<file path="config.mk">
export PLATFORM = sky130hd
export DESIGN_NAME = fetch_unit
export DESIGN_NICKNAME = d
export VERILOG_FILES = /design/src/rtl/fetch_unit.sv
export SDC_FILE = /design/constraint.sdc
export NUM_CORES = 1
export LEC_CHECK = 0
export ABC_AREA = 1
export ABC_CLOCK_PERIOD_IN_PS = 4050
export CAP_MARGIN = 20
export CORE_ASPECT_RATIO = 1.25
export CORE_MARGIN = 10
export CORE_UTILIZATION = 30
export DETAILED_ROUTE_END_ITERATION = 7
export GPL_TIMING_DRIVEN = 1
export PLACE_DENSITY = 0.51
export SYNTH_ARGS = -nofsm -noshare
export SYNTH_HDL_FRONTEND = slang
export SYNTH_SLANG_ARGS = --single-unit
</file>
<file path="constraint.sdc">
create_clock -name clk -period 4.05 [get_ports clk]
set_input_delay 0.81 -clock clk [delete_from_list [all_inputs] [get_ports clk]]
set_output_delay 0.81 -clock clk [all_outputs]
set_load 0.005 [all_outputs]
</file>
<file path="src/rtl/fetch_unit.sv">
// fetch_unit: instruction fetch front end.
// Issues word-aligned fetch requests under a credit limit, buffers in-order
// responses with their PCs in a small FIFO, and handles redirects by flushing
// the buffer and discarding responses to requests already in flight.
// Optional build macro: FETCH_MISALIGN_CHECK_EN enables the sticky
// fetch_misaligned flag for redirect targets with nonzero low bits.
module fetch_unit #(
  parameter logic [31:0] RESET_PC   = 32'h0000_0000,
  parameter int          FIFO_DEPTH = 4
) (
  input  logic        clk,
  input  logic        reset,
  output logic        imem_req_valid,
  input  logic        imem_req_ready,
  output logic [31:0] imem_req_addr,
  input  logic        imem_rsp_valid,
  input  logic [31:0] imem_rsp_data,
  input  logic        redirect_valid,
  input  logic [31:0] redirect_pc,
  output logic        instr_valid,
  input  logic        instr_ready,
  output logic [31:0] instr,
  output logic [31:0] instr_pc,
  output logic        fetch_misaligned
);

  localparam int PTR_W = $clog2(FIFO_DEPTH);
  localparam int CNT_W = PTR_W + 1;
  localparam logic [CNT_W:0] DEPTH_V = FIFO_DEPTH[CNT_W:0];

  logic [31:0]      fetch_pc;
  logic [31:0]      rsp_pc;
  logic [31:0]      target_pc;
  logic [CNT_W-1:0] outstanding;
  logic [CNT_W-1:0] discard_cnt;
  logic [CNT_W-1:0] count;
  logic [CNT_W:0]   credit_sum;
  logic [PTR_W-1:0] wr_ptr;
  logic [PTR_W-1:0] rd_ptr;
  logic [31:0]      data_mem [FIFO_DEPTH];
  logic [31:0]      pc_mem   [FIFO_DEPTH];

  logic req_fire;
  logic rsp_drop;
  logic push;
  logic pop;

  // Handshake qualifiers, credit check and FIFO head outputs.
  always_comb begin
    // NOTE: every always_comb output gets an unconditional assignment first so no path can infer a latch.
    imem_req_valid = 1'b0;
    instr_valid    = 1'b0;
    credit_sum     = {1'b0, count} + {1'b0, outstanding};
    target_pc      = {redirect_pc[31:2], 2'b00};
    if (!reset) begin
      imem_req_valid = (credit_sum < DEPTH_V) && !redirect_valid;
      instr_valid    = (count != '0) && !redirect_valid;
    end
    imem_req_addr = {fetch_pc[31:2], 2'b00};
    req_fire      = imem_req_valid && imem_req_ready;
    // A response is stale if it lands in a redirect cycle or while older requests are still being drained.
    rsp_drop      = redirect_valid || (discard_cnt != '0);
    push          = imem_rsp_valid && !rsp_drop;
    pop           = instr_valid && instr_ready;
    instr         = data_mem[rd_ptr];
    instr_pc      = pc_mem[rd_ptr];
  end

  // Fetch and response PCs: reload on redirect, otherwise step per transfer / accepted response.
  always_ff @(posedge clk or posedge reset) begin
    // NOTE: sequential state uses non-blocking assignments so every register samples pre-edge values.
    if (reset) begin
      fetch_pc <= RESET_PC;
      rsp_pc   <= RESET_PC;
    end else if (redirect_valid) begin
      fetch_pc <= target_pc;
      rsp_pc   <= target_pc;
    end else begin
      if (req_fire) fetch_pc <= fetch_pc + 32'd4;
      if (push)     rsp_pc   <= rsp_pc + 32'd4;
    end
  end

  // In-flight request count: up per accepted request, down per returning response.
  always_ff @(posedge clk or posedge reset) begin
    if (reset) begin
      outstanding <= '0;
    end else begin
      case ({req_fire, imem_rsp_valid})
        2'b10:   outstanding <= outstanding + CNT_W'(1);
        2'b01:   outstanding <= outstanding - CNT_W'(1);
        default: outstanding <= outstanding;
      endcase
    end
  end

  // Stale-response counter: loaded with everything still in flight at a redirect.
  always_ff @(posedge clk or posedge reset) begin
    if (reset) begin
      discard_cnt <= '0;
    end else if (redirect_valid) begin
      discard_cnt <= outstanding - CNT_W'(imem_rsp_valid);
    end else if (imem_rsp_valid && (discard_cnt != '0)) begin
      discard_cnt <= discard_cnt - CNT_W'(1);
    end
  end

  // FIFO pointers and occupancy; a redirect empties the buffer.
  always_ff @(posedge clk or posedge reset) begin
    if (reset) begin
      wr_ptr <= '0;
      rd_ptr <= '0;
      count  <= '0;
    end else if (redirect_valid) begin
      wr_ptr <= '0;
      rd_ptr <= '0;
      count  <= '0;
    end else begin
      if (push) wr_ptr <= wr_ptr + PTR_W'(1);
      if (pop)  rd_ptr <= rd_ptr + PTR_W'(1);
      case ({push, pop})
        2'b10:   count <= count + CNT_W'(1);
        2'b01:   count <= count - CNT_W'(1);
        default: count <= count;
      endcase
    end
  end

  // FIFO storage: instruction word and its PC written together on push.
  always_ff @(posedge clk) begin
    // NOTE: storage has no reset; count and pointers alone decide which entries are valid.
    if (push) begin
      data_mem[wr_ptr] <= imem_rsp_data;
      pc_mem[wr_ptr]   <= rsp_pc;
    end
  end

`ifdef FETCH_MISALIGN_CHECK_EN
  // Sticky flag for redirect targets that are not word aligned.
  always_ff @(posedge clk or posedge reset) begin
    if (reset) begin
      fetch_misaligned <= 1'b0;
    end else if (redirect_valid && (redirect_pc[1:0] != 2'b00)) begin
      fetch_misaligned <= 1'b1;
    end
  end
`else
  logic misalign_bits_unused;
  assign misalign_bits_unused = ^redirect_pc[1:0];
  assign fetch_misaligned     = 1'b0;
`endif

endmodule

</file>
==> impl_metrics.tcl <==
set metrics [dict create \
    period_share_pct 90.1 \
    grt_pass1_vias 10700 \
    yosysSeqAreaShare_pct 64.4 \
    synth_top_family_by_area "simple AND/OR/NAND/NOR gates" \
    synth.area.mux_share_pct 0 \
    min_period_ps 3650 \
    clock_path_buffers 3 \
    drtIter0Drc 622 \
    hp-class "reg -> reg" \
    cp-end-kind "primary output" \
    grt_start_max_net_pins 75 \
    grt_util_all_layers_pct 13.7 \
    wl_per_cell_um 18.2 \
    yosys.area_share.adder_pct 1.41 \
    cts_tree "done" \
    cap_violations 0 \
    synth_warnings 0 \
    drt-total-wl_um 40300 \
    firstDrtPassIters 5 \
    vias 10600 \
    die_w_um 216 \
    place_congestion 0.855 \
    antenna_found_initial 0 \
    fin_skew_ps 23.9 \
    synth.largest_area_cell "edfxtp_1" \
    synth_simple_gate_area_share_pct 17.9 \
    ctsResizeCount 0 \
    fp.coreArea_mm2 0.0473 \
    drv_slew 0 \
    fin_nets 1644 \
    avgSynthCellArea_um2 10.3 \
    portBuffers 161 \
    synth.top_cell.area_share_pct 51.7 \
    worstSetupStartpointType "flip-flop" \
    critical_path.max_fanout 74 \
    p_leak_nw 6.59 \
    slew_headroom_pct 61.3 \
    status "finished, final reports clean" \
    postCtsSetupBuffers 0 \
    p_per_area_mw_per_mm2 508 \
    num_rows 89 \
    dieArea_mm2 0.0572 \
    worst_pin_slew_ps 580 \
    path_clk_slew_ps 60 \
    dp_hpwl_um 26700 \
    via_per_inst 4.78 \
    grt_pass1_wl_um 62200 \
    pin_count 169 \
    ctsHoldBuffers 0 \
    rsz0062_at_grt "false" \
    setup_tns_ps 0 \
    die_height_um 265 \
    synth.cell_area_mm2 0.0144 \
    setup.worst_path.class "reg -> out" \
    setup_viol 0 \
    ir_worst_vdd_v 0.000285 \
    arrival_ps 2840 \
    antenna_cells 0 \
    synth_async_sr_flop_share_pct 22.7 \
    drc 0 \
    required_ps 3240 \
    synth_compound_area_share_pct 10.7 \
    drive_above_1_share_pct 7.95 \
    grt.overflow.total 0 \
    netlist_top_cells_area "edfxtp_1 52%, dfrtp_1 13%, nand2_1 7.0%" \
    root_buffer "clkbuf_16" \
    total_power_mw 9.16 \
    postLayoutCellArea_mm2 0.0180 \
    clk_latency_ps 530 \
    yosys.cell_types.count 42 \
    ys_ff_latch 321 \
    clock_sinks 321 \
    h-tree-depth 2 \
    hold_violations 0 \
    antenna_left 0 \
    max_freq_mhz 274 \
    start_util_pct 30.4 \
    synth_xor_area_share_pct 1.09 \
    place_area_mm2 0.0168 \
    area_growth_pct 25.2 \
    cts_inserted_buffers 36 \
    synth-edff-count 248 \
    syn_inst 1399 \
    synth_flop_cell "edfxtp_1" \
]
## layout make-up
cell class | count | area [um2]
well taps | 637 | 797
inverters | 89 | 335
flip-flops and latches | 321 | 9280
clock buffers | 42 | 965
clock inverters | 21 | 282
multi-input cells | 927 | 4520
repair buffers | 184 | 1850
fillers | 4680 | 29300
## worst max-delay path: stages (launching register included)
cell             delay, ps
dfrtp_4                700
clkinv_2               370
buf_12                 300
o21ai_0                220
o22ai_1                120
clkdlybuf4s50_1        490
## final timing paths
check                                            from  cells past startpoint  slack, ps                         end
max                             rd_ptr[0]$_DFFE_PP0P_                      5        400                instr_pc[13]
min                        outstanding[0]$_DFFE_PP0P_                      1        510  outstanding[0]$_DFFE_PP0P_
max reg2reg                discard_cnt[0]$_DFFE_PP0P_                      7       1560   data_mem[0][25]$_DFFE_PP_
min reg2reg                outstanding[0]$_DFFE_PP0P_                      1        510  outstanding[0]$_DFFE_PP0P_
max in group asynchronous                       reset                      3       2940       rd_ptr[0]$_DFFE_PP0P_
min in group asynchronous                       reset                      3        700  outstanding[2]$_DFFE_PP0P_
## synth_stat cells, types with 2 or more instances
master and count:
dfrtp_1 73, clkbuf_1 35, o221ai_1 2, inv_1 83
nand2_2 6, buf_2 20, nor3_1 17, nand4_1 7
nor2_4 4, nor2_2 13, edfxtp_1 248, xor2_1 14
nand2_1 268, buf_4 8, xnor2_1 4, inv_2 4
o21ai_0 157, nand3_1 65, nand3_2 4, a31oi_1 6
fa_1 2, nor3_2 2, o211ai_1 14, a21oi_1 27
nor2_1 212, o22ai_1 62, ha_1 13, o21ai_1 7
nand3b_1 8, clkinv_1 2
## layer usage
layer / up-vias / wire length (um) / track usage [%]
li1: 5150 / - / -
met1: 5119 / 18000 / 17.4
met2: 280 / 19100 / 22.7
met3: 73 / 2090 / 2.85
met4: 0 / 1130 / 4.43
met5: - / 0 / 0
## logic make-up after synthesis
group | after synthesis
AO/OA/AOI/OAI | 279
XOR/XNOR | 18
adder cells (fa/ha/maj) | 15
buffers and inverters | 155
flip-flops | 321
other | 1
AND/OR/NAND/NOR | 610
## stage by stage
stage / std cells / utilization [%] / hold slack, ps / setup WS, ps
after floorplan: 1403 / - / 467 / -314
after global placement: 2158 / 35.5 / 498 / 719
after detailed placement: 2158 / 35.5 / 509 / 662
after CTS: 2221 / 38.1 / 518 / 333
after global routing: 2221 / 38.1 / 537 / 222
final: 2221 / 38.1 / 510 / 400
## registers in the layout, indices dropped and copies added (netlist names)
signal / cells
fetch_pc: 30
data_mem: 128
pc_mem: 120
count: 3
rsp_pc: 30
rd_ptr: 2
wr_ptr: 2
outstanding: 3
discard_cnt: 3
## layout by cell type (no fill, tap or decap), types with 17 or more instances in the layout
cell type          n
o21ai_0          157
nor2_1           208
dfrtp_1           71
nor3_1            17
clkbuf_16         37
inv_1             81
clkdlybuf4s50_1  160
buf_4             17
nand3_1           65
nand2_1          268
a21oi_1           27
edfxtp_1         248
o22ai_1           62
## report_power, final
group          total (mW)  internal (mW)  switching (mW)  leakage [nW]
Sequential           4.18           3.85           0.322          3.12
Clock                3.42           2.10            1.33         0.600
Combinational        1.56          0.698           0.867          2.87
Note: power is estimated with default switching activity, not from simulation.
